**config.mk**
```make
export PLATFORM = sky130hd
export DESIGN_NAME = num_edit_ctrl
export DESIGN_NICKNAME = d
export VERILOG_FILES = /design/src/rtl/num_edit_ctrl.sv
export SDC_FILE = /design/constraint.sdc
export NUM_CORES = 1
export LEC_CHECK = 0
export CORE_MARGIN = 10
export CORE_UTILIZATION = 35
export CTS_CLUSTER_SIZE = 10
export DETAILED_ROUTE_END_ITERATION = 7
export PLACE_DENSITY = 0.64
export SLEW_MARGIN = 20
export SYNTH_ARGS = -nofsm -noshare
export SYNTH_HDL_FRONTEND = slang
export SYNTH_SLANG_ARGS = --single-unit
```
**constraint.sdc**
```tcl
create_clock -name clk -period 2.2 [get_ports clk]
set_clock_uncertainty 0.15 [all_clocks]
set_input_delay 0.44 -clock clk [delete_from_list [all_inputs] [get_ports clk]]
set_output_delay 0.44 -clock clk [all_outputs]
set_load 0.03 [all_outputs]
```
**src/rtl/num_edit_ctrl.sv**
```systemverilog
// rtl/num_edit_ctrl.sv - four-nibble edit controller: button sync/debounce, round-robin arbiter, shared +/-1 unit
// Optional debounce counters are enabled by defining NUMEDIT_DEBOUNCE_EN.
module num_edit_ctrl #(
  parameter int          DB_COUNT   = 50000,
  parameter logic [15:0] INIT_VALUE = 16'hABCD
) (
  input  logic        clk,
  input  logic        rst_n,
  input  logic [3:0]  btn,
  input  logic [3:0]  sw,
  output logic [15:0] num,
  output logic        busy,
  output logic [3:0]  grant
);

  typedef enum logic [1:0] {IDLE, CALC, WB} state_t;

  state_t      state, state_nxt;
  logic [3:0]  sync1, sync2;
  logic [3:0]  level, level_q;
  logic [3:0]  rise;
  logic [3:0]  pending;
  logic [1:0]  ptr;
  logic [1:0]  sel;
  logic        dir;
  logic [3:0]  res;
  logic [1:0]  pick;
  logic [1:0]  scan_idx;
  logic        found;
  logic [3:0]  cur_nib;
  logic [3:0]  result;
  logic [3:0]  wb_clr;

  // two-flop synchronizer and edge-detect history for the raw buttons
  always_ff @(posedge clk) begin
    if (!rst_n) begin
      sync1   <= '0;
      sync2   <= '0;
      level_q <= '0;
    end else begin
      sync1   <= btn;
      sync2   <= sync1;
      level_q <= level;
    end
  end

`ifdef NUMEDIT_DEBOUNCE_EN
  localparam int CW = (DB_COUNT > 1) ? $clog2(DB_COUNT) : 1;

  for (genvar i = 0; i < 4; i++) begin : g_db
    logic [CW-1:0] db_cnt;

    // level follows the synchronized input only after DB_COUNT disagreeing samples in a row
    always_ff @(posedge clk) begin
      if (!rst_n) begin
        db_cnt   <= '0;
        level[i] <= 1'b0;
      end else if (sync2[i] != level[i]) begin
        if (db_cnt == CW'(DB_COUNT - 1)) begin
          db_cnt   <= '0;
          level[i] <= sync2[i];
        end else begin
          db_cnt <= db_cnt + 1'b1;
        end
      end else begin
        db_cnt <= '0;
      end
    end
  end
`else
  // inputs are trusted to be clean: the synchronizer output is the debounced level
  assign level = sync2;
`endif

  assign rise = level & ~level_q;

  // round-robin pick: first pending channel at or after ptr
  always_comb begin
    pick     = '0;
    found    = 1'b0;
    scan_idx = '0;
    for (int k = 0; k < 4; k++) begin
      scan_idx = ptr + k[1:0];
      if (!found && pending[scan_idx]) begin
        pick  = scan_idx;
        found = 1'b1;
      end
    end
  end

  // shared 4-bit +/-1 unit; wraps within the nibble, never touches neighbours
  always_comb begin
    cur_nib = num[{sel, 2'b00} +: 4];
    result  = dir ? (cur_nib - 4'd1) : (cur_nib + 4'd1);
  end

  // FSM next state and channel-facing outputs
  always_comb begin
    state_nxt = state;
    busy      = (state != IDLE);
    grant     = '0;
    wb_clr    = '0;
    case (state)
      IDLE: begin
        if (|pending) state_nxt = CALC;
      end
      CALC: begin
        grant     = 4'b0001 << sel;
        state_nxt = WB;
      end
      WB: begin
        grant     = 4'b0001 << sel;
        wb_clr    = 4'b0001 << sel;
        state_nxt = IDLE;
      end
      default: state_nxt = IDLE;
    endcase
  end

  // state register
  always_ff @(posedge clk) begin
    if (!rst_n) state <= IDLE;
    else        state <= state_nxt;
  end

  // datapath: pending requests, operand latch, result register and write-back
  always_ff @(posedge clk) begin
    if (!rst_n) begin
      num     <= INIT_VALUE;
      pending <= '0;
      ptr     <= '0;
      sel     <= '0;
      dir     <= 1'b0;
      res     <= '0;
    end else begin
      // a new edge in the same cycle as the write-back clear keeps the request alive
      pending <= (pending & ~wb_clr) | rise;
      case (state)
        IDLE: begin
          if (|pending) begin
            sel <= pick;
            dir <= sw[pick];
          end
        end
        CALC: res <= result;
        WB: begin
          num[{sel, 2'b00} +: 4] <= res;
          ptr                    <= sel + 2'd1;
        end
        default: ;
      endcase
    end
  end

endmodule

```
==> results.sh, run 1 <==
export IMPL_fill_cells=522
export IMPL_arrival_ns=2.14
export IMPL_yosys_top_cells_area="dfxtp_1, ha_1, nand2_1"
export IMPL_syn_inst=206
export IMPL_hold_path_end="level[1]$_SDFF_PN0_"
export IMPL_detail_route_antenna_nets=0
export IMPL_syn_nets=230
export IMPL_drv_slew=0
export IMPL_path_class="reg -> reg"
export IMPL_first_pass_iters=4
export IMPL_port_buffers=30
export IMPL_viasPerCell=4.97
export IMPL_drive_gt1_share_pct=12.4
export IMPL_gp_congestion=0.771
export IMPL_final_instance_count_excl_fill=322
export IMPL_antennaDiodeCount=0
export IMPL_rsz0062_at_grt="false"
export IMPL_critPathLaunchType="flop"
export IMPL_ys_seq_area_share_pct=43.7
export IMPL_layout_common_cells="dfxtp_1, nand2_1, clkdlybuf4s50_1"
export IMPL_crit_required_ns=2.23
export IMPL_avgSynthCellArea_sq_um=9.57
export IMPL_numPlacedInstances=314
export IMPL_grt_first_pass_wirelength_microns=7600
export IMPL_worst_pin_slew_ns=0.406
export IMPL_finalSetupViolCount=0
export IMPL_clk_pin_slew_ns=0.08
export IMPL_area_delta_synth_final_pct=27.0
export IMPL_outcome="finished clean"
export IMPL_hold_buffers=0
export IMPL_yosysUniqueCellTypes=31
export IMPL_synth_area_sq_um=1970
export IMPL_min_from="sync1[1]$_SDFF_PN0_"
export IMPL_drv_cap=0
export IMPL_core_sq_um=5470
export IMPL_crit_path_max_fanout=5
export IMPL_cts_max_path_buffers=2
export IMPL_ys_async_sr_fraction_pct=0
export IMPL_grt_max_degree=27
export IMPL_final_common_cell="dfxtp_1"
export IMPL_rows=27
export IMPL_initial_core_util_pct=36.0
export IMPL_fin_ws_ns=0.0933
export IMPL_cts_root_buf="clkbuf_8"
export IMPL_cts_sinks=43
export IMPL_drt_initial_drc_count=144
export IMPL_cts_buffers=5
export IMPL_die_h_microns=95.1
export IMPL_ioPinCount=31
export IMPL_r2r_worst_path_cells=6
export IMPL_tritoncts="done"
export IMPL_worstSetupEndpointType="flop"
export IMPL_regToRegStartpoint="sel[0]$_SDFFE_PN0P_"
export IMPL_dieArea_sq_um=9040
export IMPL_period_needed_ns=2.11
export IMPL_powerDensity_nw_per_um2=674
export IMPL_htreeDepth=2
export IMPL_wl_per_cell_microns=14.3
export IMPL_slew_headroom_pct=72.9
export IMPL_nNetsFinal=273
export IMPL_hold_viol_final=0
export IMPL_grt_total_usage_pct=10.5
export IMPL_pre_cts_slack_ns=0.0272
export IMPL_via_count=1601
export IMPL_wl_microns=4590
export IMPL_synth_top_area_cell="dfxtp_1"
export IMPL_setup_tns_final_ns=0
export IMPL_r2r_slack_ns=0.09
export IMPL_synth_seq_cells=43
export IMPL_p_leak_uw=0.00103
export IMPL_detail_route_drc_violations=0
export IMPL_antenna_found_initial=0
export IMPL_fmax_mhz=475
export IMPL_ir_drop_uv=296
export IMPL_yosys_area_top_type_share_pct=43.7
export IMPL_hp_class="reg -> reg"
export IMPL_grt_pass1_vias=1564
export IMPL_synthFlopType="dfxtp_1"
export IMPL_insertion_delay_ns=0.30
export IMPL_gr_total_overflow=0
export IMPL_synth_edf_count=0
export IMPL_timing_final_crit_share_pct=95.8
export IMPL_hpwl_microns=3390
export IMPL_yosys_warnings=0
export IMPL_hold_depth=1
export IMPL_die_w_microns=95.1
export IMPL_reg2reg_to="res[3]$_SDFFE_PN0N_"
==> logic make-up after synthesis <==
| kind of cell | Yosys count | synth area share [%] |
|---|---|---|
| AO/OA/AOI/OAI | 29 | 9.96 |
| adder cells (fa/ha/maj) | 14 | 9.26 |
| AND/OR/NAND/NOR | 90 | 23.9 |
| XOR/XNOR | 3 | 1.71 |
| buffers and inverters | 18 | 3.87 |
| flip-flops | 43 | 43.7 |
| multiplexers | 9 | 7.68 |
==> power by group <==
part / internal, uW / total (uW) / switching [uW]
Combinational: 161 / 338 / 177
Clock: 217 / 486 / 268
Sequential: 821 / 865 / 43.8
Total: 1200 / 1690 / 489
==> timing repair <==
action / CTS / global route
buffers inserted: 0 / 0
resized for setup: 3 / 6
cloned: 0 / 0
setup endpoints to repair: 3 / 7
==> worst max-delay path, stage by stage (launching register included) <==
cell     delay [ns]
dfxtp_2        0.40
mux4_1         0.63
ha_1           0.30
a21o_1         0.17
a21oi_2        0.14
xnor2_1        0.13
a21oi_1        0.08
==> flip-flops by register name, indices dropped and copies added (netlist names) <==
register  flops
state         2
sel           2
pending       4
level_q       4
sync1         4
num          16
dir           1
ptr           2
res           4
level         4
==> cell type report <==
cell class	count	area, sq um	area share, %
Timing Repair Buffer	44	389	15.5
Clock inverter	3	15.0	0.600
Clock buffer	5	68.8	2.75
Tap cell	72	90.1	3.60
Multi-Input combinational cell	145	1040	41.6
Inverter	10	37.5	1.50
Sequential cell	43	862	34.4
==> per-stage QoR <==
stage | util (%) | hold WS (ns) | power [uW] | cell area, sq um
5_1_grt | 45.7 | 0.301 | 1770 | 2500
6_report | 45.7 | 0.278 | 1690 | 2500
2_1_floorplan | - | 0.262 | 1110 | 1970
4_1_cts | 45.7 | 0.292 | 1700 | 2500
3_3_place_gp | 44.3 | 0.264 | 1220 | 2420
3_5_place_dp | 44.3 | 0.272 | 1230 | 2420
==> layer usage <==
metal,global-route usage (%),share of wire (%),up-vias
met4,4.74,2.1,0
met1,13.0,44,748
met2,16.9,47,59
li1,-,-,785
met3,2.44,6.4,9
met5,0,0,-
==> worst max path at each step <==
stage | startpoint | to | slack, ns | cells after the start
detailed placement | sel[0]$_SDFFE_PN0P_ | res[3]$_SDFFE_PN0N_ | 0.03 | 6
finish | sel[0]$_SDFFE_PN0P_ | res[3]$_SDFFE_PN0N_ | 0.09 | 6
global placement | sel[0]$_SDFFE_PN0P_ | res[3]$_SDFFE_PN0N_ | 0.09 | 6
floorplan | sel[0]$_SDFFE_PN0P_ | res[3]$_SDFFE_PN0N_ | 0.06 | 7
CTS | state[0]$_SDFFE_PN0P_ | grant[2] | 0.02 | 4
global route | sel[0]$_SDFFE_PN0P_ | res[3]$_SDFFE_PN0N_ | 0.04 | 6
==> Yosys cell counts, drive strengths merged, types with 2 or more instances <==
master and count:
nor4 2, o211a 2, nand3 14, ha 13
clkbuf 6, and2 17, nor4b 3, a22oi 6
xnor2 3, mux2i 5, a21boi 3, mux4 4
o221ai 2, dfxtp 43, buf 2, a21oi 11
nand2b 2, o21ai 3, nor2b 16, inv 10
nand2 33
No activity file was read; power rests on OpenSTA's default activity.
==> inputs of run 2 (changes only) <==
--- a/config.mk
+++ b/config.mk
@@ -10,7 +10,6 @@
 export CTS_CLUSTER_SIZE = 10
 export DETAILED_ROUTE_END_ITERATION = 7
 export PLACE_DENSITY = 0.64
-export SLEW_MARGIN = 20
 export SYNTH_ARGS = -nofsm -noshare
 export SYNTH_HDL_FRONTEND = slang
 export SYNTH_SLANG_ARGS = --single-unit
==> results of run 2 <==
Same layout as run 1: the final DEF is identical, and so are final timing and power.
